==> config.mk <==
export PLATFORM = sky130hd
export DESIGN_NAME = alu_muldiv_sequencer_flat
export DESIGN_NICKNAME = d
export VERILOG_FILES = /design/src/rtl/alu_muldiv_sequencer_if.sv /design/src/rtl/alu_muldiv_sequencer.sv /design/src/flat_wrapper.sv
export SDC_FILE = /design/constraint.sdc
export NUM_CORES = 1
export LEC_CHECK = 0
export ABC_AREA = 1
export BUFFER_PORTS_ARGS = -buffer_cell sky130_fd_sc_hd__buf_2
export CELL_PAD_IN_SITES_DETAIL_PLACEMENT = 1
export CELL_PAD_IN_SITES_GLOBAL_PLACEMENT = 1
export CORE_UTILIZATION = 39
export CTS_BUF_LIST = sky130_fd_sc_hd__clkbuf_4 sky130_fd_sc_hd__clkbuf_8
export DETAILED_ROUTE_END_ITERATION = 8
export PLACE_DENSITY = 0.85
export SYNTH_ARGS = -nofsm -noshare
export SYNTH_HDL_FRONTEND = slang
export SYNTH_SLANG_ARGS = --single-unit
==> constraint.sdc <==
create_clock -name clk_i -period 4.5 [get_ports clk_i]
set_clock_uncertainty 0.05 [all_clocks]
set_input_delay 0.225 -clock clk_i [delete_from_list [all_inputs] [get_ports clk_i]]
set_output_delay 0.225 -clock clk_i [all_outputs]
set_load 0.01 [all_outputs]
==> src/rtl/alu_muldiv_sequencer_if.sv <==
`default_nettype none
// ============================================================================
// Module      : alu_muldiv_sequencer_if
// Description : Request, ALU-share and result bundle between the datapath
//               and the MULTU/DIVU sequencer.
// Revision    : 1.0  initial release
// ============================================================================
interface alu_muldiv_sequencer_if #(
    parameter int DATA_W = 32
);
    logic              start_i;
    logic              op_i;
    logic [DATA_W-1:0] src1_i;
    logic [DATA_W-1:0] src2_i;
    logic [DATA_W-1:0] alu_src1_o;
    logic [DATA_W-1:0] alu_src2_o;
    logic [3:0]        alu_ctrl_o;
    logic [DATA_W-1:0] alu_result_i;
    logic              busy_o;
    logic              done_o;
    logic              dz_o;
    logic [DATA_W-1:0] hi_o;
    logic [DATA_W-1:0] lo_o;

    modport master (
        output start_i, op_i, src1_i, src2_i, alu_result_i,
        input  alu_src1_o, alu_src2_o, alu_ctrl_o, busy_o, done_o, dz_o, hi_o, lo_o
    );

    modport slave (
        input  start_i, op_i, src1_i, src2_i, alu_result_i,
        output alu_src1_o, alu_src2_o, alu_ctrl_o, busy_o, done_o, dz_o, hi_o, lo_o
    );
endinterface
`default_nettype wire

==> src/rtl/alu_muldiv_sequencer.sv <==
`default_nettype none
// ============================================================================
// Module      : alu_muldiv_sequencer
// Description : 32-iteration shift-add MULTU / restoring DIVU on a shared ALU.
// Revision    : 1.0  initial release
// ============================================================================
module alu_muldiv_sequencer #(
    parameter int DATA_W = 32,
    parameter int CNT_W  = 6
) (
    input  wire logic               clk_i,
    input  wire logic               rst_i,
    alu_muldiv_sequencer_if.slave   bus
);
    localparam logic [3:0] C_ALU_ADD = 4'b0010;
    localparam logic [3:0] C_ALU_SUB = 4'b0110;
    localparam logic [CNT_W-1:0] C_LAST = CNT_W'(DATA_W - 1);

    typedef enum logic [1:0] {
        S_IDLE = 2'd0,
        S_RUN  = 2'd1,
        S_DONE = 2'd2
    } state_t;

    state_t            state_q;
    logic [DATA_W-1:0] hi_q, lo_q, m_q;
    logic [CNT_W-1:0]  cnt_q;
    logic              op_q, busy_q, done_q, dz_q;

    logic [DATA_W-1:0] hi_d, lo_d;
    logic [DATA_W-1:0] w_src1, w_src2, w_rs;
    logic [3:0]        w_ctrl;
    logic              w_carry, w_borrow;

    // The ALU has no carry-out, so carry/borrow are rebuilt from operand and result MSBs.
    always_comb begin
        w_src1   = '0;
        w_src2   = '0;
        w_ctrl   = C_ALU_ADD;
        w_carry  = 1'b0;
        w_borrow = 1'b0;
        w_rs     = {hi_q[DATA_W-2:0], lo_q[DATA_W-1]};
        hi_d     = hi_q;
        lo_d     = lo_q;
        if (state_q == S_RUN) begin
            if (!op_q) begin
                w_src1  = hi_q;
                w_src2  = lo_q[0] ? m_q : '0;
                w_ctrl  = C_ALU_ADD;
                w_carry = (w_src1[DATA_W-1] & w_src2[DATA_W-1])
                        | ((w_src1[DATA_W-1] | w_src2[DATA_W-1]) & ~bus.alu_result_i[DATA_W-1]);
                hi_d    = {w_carry, bus.alu_result_i[DATA_W-1:1]};
                lo_d    = {bus.alu_result_i[0], lo_q[DATA_W-1:1]};
            end else begin
                w_src1   = w_rs;
                w_src2   = m_q;
                w_ctrl   = C_ALU_SUB;
                w_borrow = (~w_src1[DATA_W-1] & w_src2[DATA_W-1])
                         | ((~w_src1[DATA_W-1] | w_src2[DATA_W-1]) & bus.alu_result_i[DATA_W-1]);
                // A set HI MSB means the 33-bit partial remainder always exceeds M.
                if (hi_q[DATA_W-1] | ~w_borrow) begin
                    hi_d = bus.alu_result_i;
                    lo_d = {lo_q[DATA_W-2:0], 1'b1};
                end else begin
                    hi_d = w_rs;
                    lo_d = {lo_q[DATA_W-2:0], 1'b0};
                end
            end
        end
    end

    always_ff @(posedge clk_i or posedge rst_i) begin
        if (rst_i) begin
            state_q <= S_IDLE;
            hi_q    <= '0;
            lo_q    <= '0;
            m_q     <= '0;
            cnt_q   <= '0;
            op_q    <= 1'b0;
            busy_q  <= 1'b0;
            done_q  <= 1'b0;
            dz_q    <= 1'b0;
        end else begin
            case (state_q)
                S_IDLE: begin
                    done_q <= 1'b0;
                    if (bus.start_i) begin
                        hi_q    <= '0;
                        lo_q    <= bus.op_i ? bus.src1_i : bus.src2_i;
                        m_q     <= bus.op_i ? bus.src2_i : bus.src1_i;
                        cnt_q   <= '0;
                        op_q    <= bus.op_i;
                        dz_q    <= bus.op_i & (bus.src2_i == '0);
                        busy_q  <= 1'b1;
                        state_q <= S_RUN;
                    end
                end
                S_RUN: begin
                    hi_q  <= hi_d;
                    lo_q  <= lo_d;
                    cnt_q <= cnt_q + 1'b1;
                    if (cnt_q == C_LAST) begin
                        busy_q  <= 1'b0;
                        done_q  <= 1'b1;
                        state_q <= S_DONE;
                    end
                end
                S_DONE: begin
                    done_q  <= 1'b0;
                    state_q <= S_IDLE;
                end
                default: begin
                    busy_q  <= 1'b0;
                    done_q  <= 1'b0;
                    state_q <= S_IDLE;
                end
            endcase
        end
    end

    assign bus.alu_src1_o = w_src1;
    assign bus.alu_src2_o = w_src2;
    assign bus.alu_ctrl_o = w_ctrl;
    assign bus.busy_o     = busy_q;
    assign bus.done_o     = done_q;
    assign bus.dz_o       = dz_q;
    assign bus.hi_o       = hi_q;
    assign bus.lo_o       = lo_q;
endmodule
`default_nettype wire

==> src/flat_wrapper.sv <==
// flat-port wrapper written by rule: the top's interface ports become plain ports
module alu_muldiv_sequencer_flat 
#(
    parameter int DATA_W = 32,
    parameter int CNT_W  = 6
)
  (clk_i, rst_i, bus_start_i, bus_op_i, bus_src1_i, bus_src2_i, bus_alu_result_i, bus_alu_src1_o, bus_alu_src2_o, bus_alu_ctrl_o, bus_busy_o, bus_done_o, bus_dz_o, bus_hi_o, bus_lo_o);
  alu_muldiv_sequencer_if #(.DATA_W(DATA_W)) bus_i ();
  input  wire logic clk_i;
  input  wire logic rst_i;
  input wire logic [$bits(bus_i.start_i)-1:0] bus_start_i;
  input wire logic [$bits(bus_i.op_i)-1:0] bus_op_i;
  input wire logic [$bits(bus_i.src1_i)-1:0] bus_src1_i;
  input wire logic [$bits(bus_i.src2_i)-1:0] bus_src2_i;
  input wire logic [$bits(bus_i.alu_result_i)-1:0] bus_alu_result_i;
  output wire logic [$bits(bus_i.alu_src1_o)-1:0] bus_alu_src1_o;
  output wire logic [$bits(bus_i.alu_src2_o)-1:0] bus_alu_src2_o;
  output wire logic [$bits(bus_i.alu_ctrl_o)-1:0] bus_alu_ctrl_o;
  output wire logic [$bits(bus_i.busy_o)-1:0] bus_busy_o;
  output wire logic [$bits(bus_i.done_o)-1:0] bus_done_o;
  output wire logic [$bits(bus_i.dz_o)-1:0] bus_dz_o;
  output wire logic [$bits(bus_i.hi_o)-1:0] bus_hi_o;
  output wire logic [$bits(bus_i.lo_o)-1:0] bus_lo_o;
  assign bus_i.start_i = bus_start_i;
  assign bus_i.op_i = bus_op_i;
  assign bus_i.src1_i = bus_src1_i;
  assign bus_i.src2_i = bus_src2_i;
  assign bus_i.alu_result_i = bus_alu_result_i;
  assign bus_alu_src1_o = bus_i.alu_src1_o;
  assign bus_alu_src2_o = bus_i.alu_src2_o;
  assign bus_alu_ctrl_o = bus_i.alu_ctrl_o;
  assign bus_busy_o = bus_i.busy_o;
  assign bus_done_o = bus_i.done_o;
  assign bus_dz_o = bus_i.dz_o;
  assign bus_hi_o = bus_i.hi_o;
  assign bus_lo_o = bus_i.lo_o;
  alu_muldiv_sequencer #(.DATA_W(DATA_W), .CNT_W(CNT_W)) u_core (.clk_i(clk_i), .rst_i(rst_i), .bus(bus_i));
endmodule
# After elaboration in Yosys (flattened, before gate mapping)
# Index checks and enable logic that the tools add are counted.
[word_totals] ff_bits=108 latchBits=0 mem_bits_rw=0 mem_bits_ro=0 in_bits=100 out_inout_bits=135 wordCells=63 n_memories=0
[classes] addsub=1 n_mul=0 n_div=0 magnitude_cmp=0 eq_ne=5 shifts=0 mux=27 bitwise=14 n_reduce_logical=7
[op_table] operator="$mux 32" n=12
[op_table] operator="$pmux 32 s2" n=2
[op_table] operator="$logic_not 32->1" n=1
[op_table] operator="$pmux 6 s2" n=1
[op_table] operator="$add 6x1->6 const B" n=1
[op_table] operator="$eq 6x5->1 const B" n=1
[op_table] operator="$mux 6" n=1
[op_table] operator="$reduce_and 2->1" n=3
[op_table] operator="$and 1x1->1" n=5
[op_table] operator="$mux 1" n=5
[op_table] operator="$or 1x1->1" n=5
[op_table] operator="$mux 2" n=2
[op_table] operator="$mux 4" n=1
[op_table] operator="$ne 2x2->1 const B" n=2
[op_table] operator="$not 1->1" n=4
[op_table] operator="$pmux 2 s2" n=1
[op_table] operator="$mux 3" n=1
[op_table] operator="$pmux 1 s3" n=1
[op_table] operator="$reduce_and 3->1" n=1
[op_table] operator="$eq 2x1->1 const B" n=1
[op_table] operator="$eq 2x2->1 const B" n=1
[op_table] operator="$logic_not 2->1" n=1
[op_table] operator="$reduce_bool 2->1" n=1

# Logic depth before layout (Yosys ltp)
# Gate-level depths: netlist (run 1).
[logic_depth] ltp_word=9 ltp_mapped=9

# Worst setup path after synthesis (run 1)
# Ideal clock, no wire load.
[synth_timing] path_type="reg-to-output" start="register u_core.op_q" end="output port bus_alu_src1_o[1]" t_arrival_ns=1.238 required_ns=4.225 path_slack_ns=2.987 stages_incl_launch_ff=6 n_path_buf=2 cell_sequence="dfrtp_1 > inv_1 > buf_2 > clkbuf_1 > o21ai_0 > a21oi_1"
[synth_via] elab_chain_cells=2
[synth_lines] item="from (decl)" line_no="alu_muldiv_sequencer.sv:28" source="logic op_q, busy_q, done_q, dz_q;"
[synth_lines] item="from (signal assigned)" line_no="alu_muldiv_sequencer.sv:92" source="op_q <= bus.op_i;"
[synth_lines] item="$mux 32" line_no="alu_muldiv_sequencer.sv:46" source="if (!op_q) begin"
[synth_lines] item="$mux 32" line_no="alu_muldiv_sequencer.sv:45" source="if (state_q == S_RUN) begin"
[synth_lines] item="to (decl)" line_no="flat_wrapper.sv:16" source="output wire logic [$bits(bus_i.alu_src1_o)-1:0] bus_alu_src1_o;"
# Every way passes these cells.

# Final worst setup path (run 1)
[layout_timing] start="register u_core.state_q[0]" end="output port bus_alu_src1_o[0]"
[layout_via] elab_chain_cells=2
[layout_lines] item="from (decl)" line_no="alu_muldiv_sequencer.sv:25" source="state_t state_q;"
[layout_lines] item="from (signal assigned)" line_no="alu_muldiv_sequencer.sv:74" source="state_q <= S_IDLE;"
[layout_lines] item="from (signal assigned)" line_no="alu_muldiv_sequencer.sv:95" source="state_q <= S_RUN;"
[layout_lines] item="from (signal assigned)" line_no="alu_muldiv_sequencer.sv:105" source="state_q <= S_DONE;"
[layout_lines] item="$eq 2x1->1" line_no="alu_muldiv_sequencer.sv:45"
[layout_lines] item="$mux 32" line_no="alu_muldiv_sequencer.sv:45"
# Every way passes these cells.

==> results of run 1 <==
-- worst min-delay path, stage by stage --
cell      delay (ns)
buf_2           0.09
o211ai_1        0.07
o21ai_0         0.07
-- cells in the final DEF, fill, tap and decap left out, drive strengths merged, types with 3 or more instances in the layout --
cell	count
nand4	9
nor2	29
a21oi	97
o211ai	33
a31oi	13
nand3	69
buf	241
clkinv	3
o21ai	147
nand2	271
nor3	33
clkbuf	12
conb	3
dfrtp	108
inv	161
-- logic make-up after synthesis --
kind of cell	after synthesis	synth area share [%]
AO/OA/AOI/OAI	295	22.6
other	2	0.107
AND/OR/NAND/NOR	411	24.5
flip-flops	108	38.4
buffers and inverters	244	14.3
adder cells (fa/ha/maj)	1	0.178
-- through the flow --
step / cells / power (mW) / hold WS [ns] / area, µm²
4_1_cts: 1462 / 6.35 / 0.0264 / 8360
3_3_place_gp: 1446 / 5.59 / 0.381 / 8170
6_report: 1463 / 6.31 / 0.0405 / 8370
5_1_grt: 1463 / 6.90 / 0.0490 / 8370
3_5_place_dp: 1446 / 5.71 / 0.380 / 8170
2_1_floorplan: 1062 / 4.33 / 0.330 / 7040
-- state kept, by name (all words and copies together) (netlist names) --
signal,flops
u_core.cnt_q,6
u_core.bus.busy_o,1
u_core.bus.hi_o,32
u_core.m_q,32
u_core.bus.lo_o,32
u_core.bus.done_o,1
u_core.op_q,1
u_core.bus.dz_o,1
u_core.state_q,2
-- routing by layer --
layer	track usage, %	wire (µm)	vias up
li1	-	-	3759
met3	3.77	959	37
met1	34.7	11000	3766
met4	9.75	499	0
met5	0	0	-
met2	45.6	12200	189
-- cell type report --
type | instances | area, µm²
Tap cell | 225 | 282
Inverter | 162 | 614
Multi-Input combinational cell | 710 | 3340
Fill cell | 2420 | 9110
Timing Repair Buffer | 242 | 1240
Sequential cell | 108 | 2700
Clock buffer | 12 | 146
Antenna cell | 1 | 2.50
Clock inverter | 3 | 40.0
-- power by group --
part,switching (mW),internal (mW)
clock,0.356,0.273
combinational,2.46,1.34
sequential,0.413,1.46
-- worst min-delay path by stage --
stage | cells past startpoint | startpoint | end | slack, ns
3_3_place_gp | 2 | rst_i | u_core.m_q[2]$_DFFE_PP0P_ | 0.38
3_5_place_dp | 2 | rst_i | u_core.m_q[2]$_DFFE_PP0P_ | 0.38
2_1_floorplan | 2 | bus_src1_i[0] | u_core.m_q[0]$_DFFE_PP0P_ | 0.33
5_1_grt | 3 | bus_src1_i[6] | u_core.m_q[6]$_DFFE_PP0P_ | 0.05
6_report | 3 | bus_src1_i[6] | u_core.m_q[6]$_DFFE_PP0P_ | 0.04
4_1_cts | 3 | bus_src1_i[6] | u_core.m_q[6]$_DFFE_PP0P_ | 0.03
-- repair_timing --
action                                 4_1_cts  5_1_grt
endpoints found under the hold margin       58        0
setup endpoints to repair                    0        0
hold buffers                                 1        0
gates resized for setup                      0        0
==> flow_metrics.env, run 1 <==
export IMPL_viasPerCell=5.30
export IMPL_drive_above_1_share_pct=21.6
export IMPL_reg2reg_depth=8
export IMPL_numCtsBuffers=9
export IMPL_io_buffers=231
export IMPL_worstSetupStartpointType="flip-flop"
export IMPL_crit_chain="nand2_2 -> inv_4 -> buf_4 -> o21ai_0 -> a21oi_1 -> buf_2"
export IMPL_grt_max_degree=79
export IMPL_synth_warnings=0
export IMPL_h_tree_depth=3
export IMPL_die_height_um=136
export IMPL_cts_tree="done"
export IMPL_grt_pass1_wl_um=39000
export IMPL_seq_area_frac_synth_pct=38.4
export IMPL_dieArea_um2=18600
export IMPL_drcViolationCount=0
export IMPL_ant_nets=0
export IMPL_dieWidth_um=136
export IMPL_path_delay_family="buffers and inverters"
export IMPL_grt_pass1_vias=7595
export IMPL_synth_top_area_share_pct=38.4
export IMPL_ir_drop_mv=0.462
export IMPL_grt_overflow_total=0
export IMPL_postSynthCellCount=1061
export IMPL_synthTopCellsByArea="dfrtp_1, nand2_1, o21ai_0"
export IMPL_required_ns=4.22
export IMPL_cp_arrival_ns=2.48
export IMPL_boundaryPins=235
export IMPL_hold_violations=0
export IMPL_r2r_slack_ns=1.93
export IMPL_worst_slack_ns=1.74
export IMPL_vias=7751
export IMPL_start_util_pct=40.3
export IMPL_dr_pass1_iters=5
export IMPL_syn_area_per_cell_um2=6.63
export IMPL_nets=1334
export IMPL_cts_setup_buffers=0
export IMPL_insertion_delay_ns=0.39
export IMPL_fmax_mhz=362
export IMPL_path_clk_slew_ns=0.11
export IMPL_rsz0062_at_grt="false"
export IMPL_synth_cell_types=30
export IMPL_dpl_hpwl_um=17100
export IMPL_crit_slowest_cell="buf_4"
export IMPL_drt_first_iter_violations=463
export IMPL_crit_fanout=55
export IMPL_outcome="finished clean"
export IMPL_tightest_slew_ns=1.05
export IMPL_cts_buffer_depth=2
export IMPL_crit_path_max_incr_delay_ns=0.55
export IMPL_wl_um=24600
export IMPL_synth_common_cells="nand2_1, inv_1, o21ai_0"
export IMPL_synth_ff_type="dfrtp_1"
export IMPL_synth_edf_count=0
export IMPL_wl_per_cell_um=16.8
export IMPL_yosysTopAreaCell="dfrtp_1"
export IMPL_slew_headroom_pct=30.2
export IMPL_endpoint="bus_alu_src1_o[0]"
export IMPL_cap_violations=0
export IMPL_cts_root_buf="clkbuf_8"
export IMPL_power_density_nw_per_um2=754
export IMPL_utilization_pct=47.9
export IMPL_place_ws_ns=1.90
export IMPL_critical_path_buf_inv_count=3
export IMPL_yosysMostFrequentCell="nand2_1"
export IMPL_slew_viol_final=0
export IMPL_antenna_found_initial=1
export IMPL_critPathCaptureType="primary output"
export IMPL_worstSetupPathType="flip-flop to primary output"
export IMPL_crit_cells=6
export IMPL_fin_crit_sh_pct=61.3
export IMPL_finalSetupViolCount=0
export IMPL_finalSetupTns_ns=0
export IMPL_reg2reg_from="u_core.bus.hi_o[31]$_DFFE_PP0P_"
export IMPL_coreArea_um2=17500
export IMPL_synthArstFlopShare_pct=100
export IMPL_area_growth_synth_to_final_pct=18.9
export IMPL_ys_ff_latch=108
export IMPL_gp_congestion=0.843
export IMPL_fin_crit_ns=2.76
export IMPL_clock_sinks=108
export IMPL_reg2reg_to="u_core.bus.hi_o[29]$_DFFE_PP0P_"
export IMPL_grt_total_usage_pct=26.9
export IMPL_leakage_nw=4.61
export IMPL_netlist_area_um2=7040
export IMPL_rows=48
export IMPL_hold_class="input pin to flip-flop"
export IMPL_startpoint="u_core.state_q[0]$_DFFE_PP0P_"
Note: power is estimated with default switching activity, not from simulation.
==> run 2, diff against run 1 <==
CORE_UTILIZATION = 36   (was 39)
PLACE_DENSITY = 0.79   (was 0.85)
clock period = 2.9 ns   (was 4.5 ns; I/O delays follow)
==> run 2 against run 1 <==
  * Sequential share of layout area shrank 1.8 points
  * Clock power grew 55%
  * Combinational power grew 59%
  * Worst setup slack lost 1.2 ns
  * Global-route usage shrank 1.5 points
  * Non-clock buffer count grew 43
  * Die area grew 8.2%
  * Via count grew 1.7%
  * Sequential power grew 54%
  * Utilization shrank 1.1 points
  * Clock-buffer cell count shrank 2
  * Critical endpoint is now bus_alu_src2_o[8]
==> flow_metrics.env, run 2 (same netlist as run 1, synthesis figures left out) <==
export IMPL_outcome="finished clean"
export IMPL_drcViolationCount=0
export IMPL_crit_fanout=74
export IMPL_nets=1377
export IMPL_die_height_um=142
export IMPL_rows=50
export IMPL_dpl_hpwl_um=17900
export IMPL_rsz0062_at_grt="false"
export IMPL_gp_congestion=0.806
export IMPL_cts_repair_resized=0
export IMPL_reg2reg_from="u_core.state_q[0]$_DFFE_PP0P_"
export IMPL_dr_pass1_iters=4
export IMPL_worstSetupPathType="flip-flop to primary output"
export IMPL_power_density_nw_per_um2=1120
export IMPL_grt_pass1_wl_um=40300
export IMPL_antenna_found_initial=0
export IMPL_critPathCaptureType="primary output"
export IMPL_whs_ns=0.00916
export IMPL_startpoint="u_core.op_q$_DFFE_PP0P_"
export IMPL_fmax_mhz=419
export IMPL_io_buffers=231
export IMPL_worstSetupStartpointType="flip-flop"
export IMPL_cap_violations=0
export IMPL_hold_violations=0
export IMPL_cts_hold_buffers=37
export IMPL_vias=7880
export IMPL_multiInputGateArea_um2=3340
export IMPL_ir_drop_mv=0.378
export IMPL_r2r_slack_ns=0.76
export IMPL_numCtsBuffers=9
export IMPL_cts_root_buf="clkbuf_8"
export IMPL_num_fill_cells=2592
export IMPL_grt_pass1_vias=7838
export IMPL_coreArea_um2=19000
export IMPL_final_common_cell="nand2_1"
export IMPL_required_ns=2.71
export IMPL_leakage_nw=4.80
export IMPL_drive_above_1_share_pct=21.5
export IMPL_dieWidth_um=142
export IMPL_fin_crit_sh_pct=82.2
export IMPL_cts_tree="done"
export IMPL_slew_headroom_pct=42.4
export IMPL_finalSetupViolCount=0
export IMPL_fin_crit_ns=2.38
export IMPL_cts_buffer_depth=2
export IMPL_clock_sinks=108
export IMPL_grt_overflow_total=0
export IMPL_dieArea_um2=20100
export IMPL_whs_path_depth=3
export IMPL_cp_arrival_ns=2.19
export IMPL_regArea_um2=2700
export IMPL_drt_first_iter_violations=347
export IMPL_path_clk_slew_ns=0.11
export IMPL_reg2reg_to="u_core.bus.lo_o[21]$_DFFE_PP0P_"
export IMPL_cts_setup_buffers=0
export IMPL_viasPerCell=5.11
export IMPL_layout_common_cells="nand2_1, buf_2, inv_1"
export IMPL_hp_start="bus_src1_i[16]"
export IMPL_wl_per_cell_um=16.5
export IMPL_reg2reg_depth=7
export IMPL_start_util_pct=37.1
export IMPL_finalSetupTns_ns=0
export IMPL_ant_nets=0
export IMPL_slew_viol_final=0
export IMPL_h_tree_depth=3
export IMPL_boundaryPins=235
export IMPL_wl_um=25400
export IMPL_grt_total_usage_pct=25.4
export IMPL_holdPathEnd="u_core.m_q[16]$_DFFE_PP0P_"
export IMPL_hold_class="input pin to flip-flop"
export IMPL_grt_max_degree=79
export IMPL_insertion_delay_ns=0.39
export IMPL_tightest_slew_ns=0.864
export IMPL_area_growth_synth_to_final_pct=26.0
## run 2: changes by cell type in the layout (fill, tap and decap cells not counted), moves of 2 or more
| cell | previous run | this run |
|---|---|---|
| dlygate4sd3_1 | 1 | 37 |
| buf_4 | 10 | 14 |
| buf_12 | 0 | 3 |
| clkbuf_4 | 3 | 1 |
| clkinv_4 | 0 | 2 |
| clkinvlp_4 | 0 | 2 |
## run 2: per-layer routing
layer	vias up	routed length (µm)	global-route usage, %
met5	-	0	0
met4	0	376	5.15
met3	22	1090	5.03
met2	171	12800	45.9
met1	3826	11100	31.2
li1	3861	-	-
## run 2: worst max-delay path by stage
stage | to | slack [ns]
detailed placement | u_core.bus.lo_o[21]$_DFFE_PP0P_ | 0.80
floorplan | u_core.bus.busy_o$_DFFE_PP0P_ | 1.40
finish | bus_alu_src2_o[8] | 0.52
global route | bus_alu_src2_o[8] | 0.37
CTS | bus_alu_src2_o[8] | 0.50
global placement | u_core.bus.lo_o[14]$_DFFE_PP0P_ | 0.92
## run 2: stage by stage
stage	instances	power [mW]	setup slack [ns]	cell area (µm²)	utilization, %
after detailed placement	1488	8.96	0.804	8300	43.8
after floorplan	1062	6.72	1.40	7050	-
after global placement	1488	8.76	0.923	8300	43.8
after global routing	1541	10.9	0.370	8870	46.8
after CTS	1541	10.0	0.497	8870	46.8
final	1542	9.93	0.515	8870	46.8
## run 2: power breakdown
group	internal, mW	switching, mW	total (mW)	leakage [nW]
Combinational	2.19	3.87	6.06	3.40
Sequential	2.27	0.623	2.89	1.30
Clock	0.410	0.562	0.972	0.0997
## run 2: critical path, cell delays in order, from the launching register on
cell and delay, ns:
dfrtp_2 0.38, buf_4 0.61, nor2_2 0.06, buf_4 0.27, nor3_1 0.27, buf_2 0.19
## run 2: area by class of cell
type                       count  share of cell area, %
antenna                        1                 0.0282
clock buffer                  10                   1.48
clock inverter                 6                  0.733
inverter                     162                   6.94
multi-input combinational    710                   37.6
sequential                   108                   30.5
tap                          260                   3.67
timing repair buffer         285                   19.1
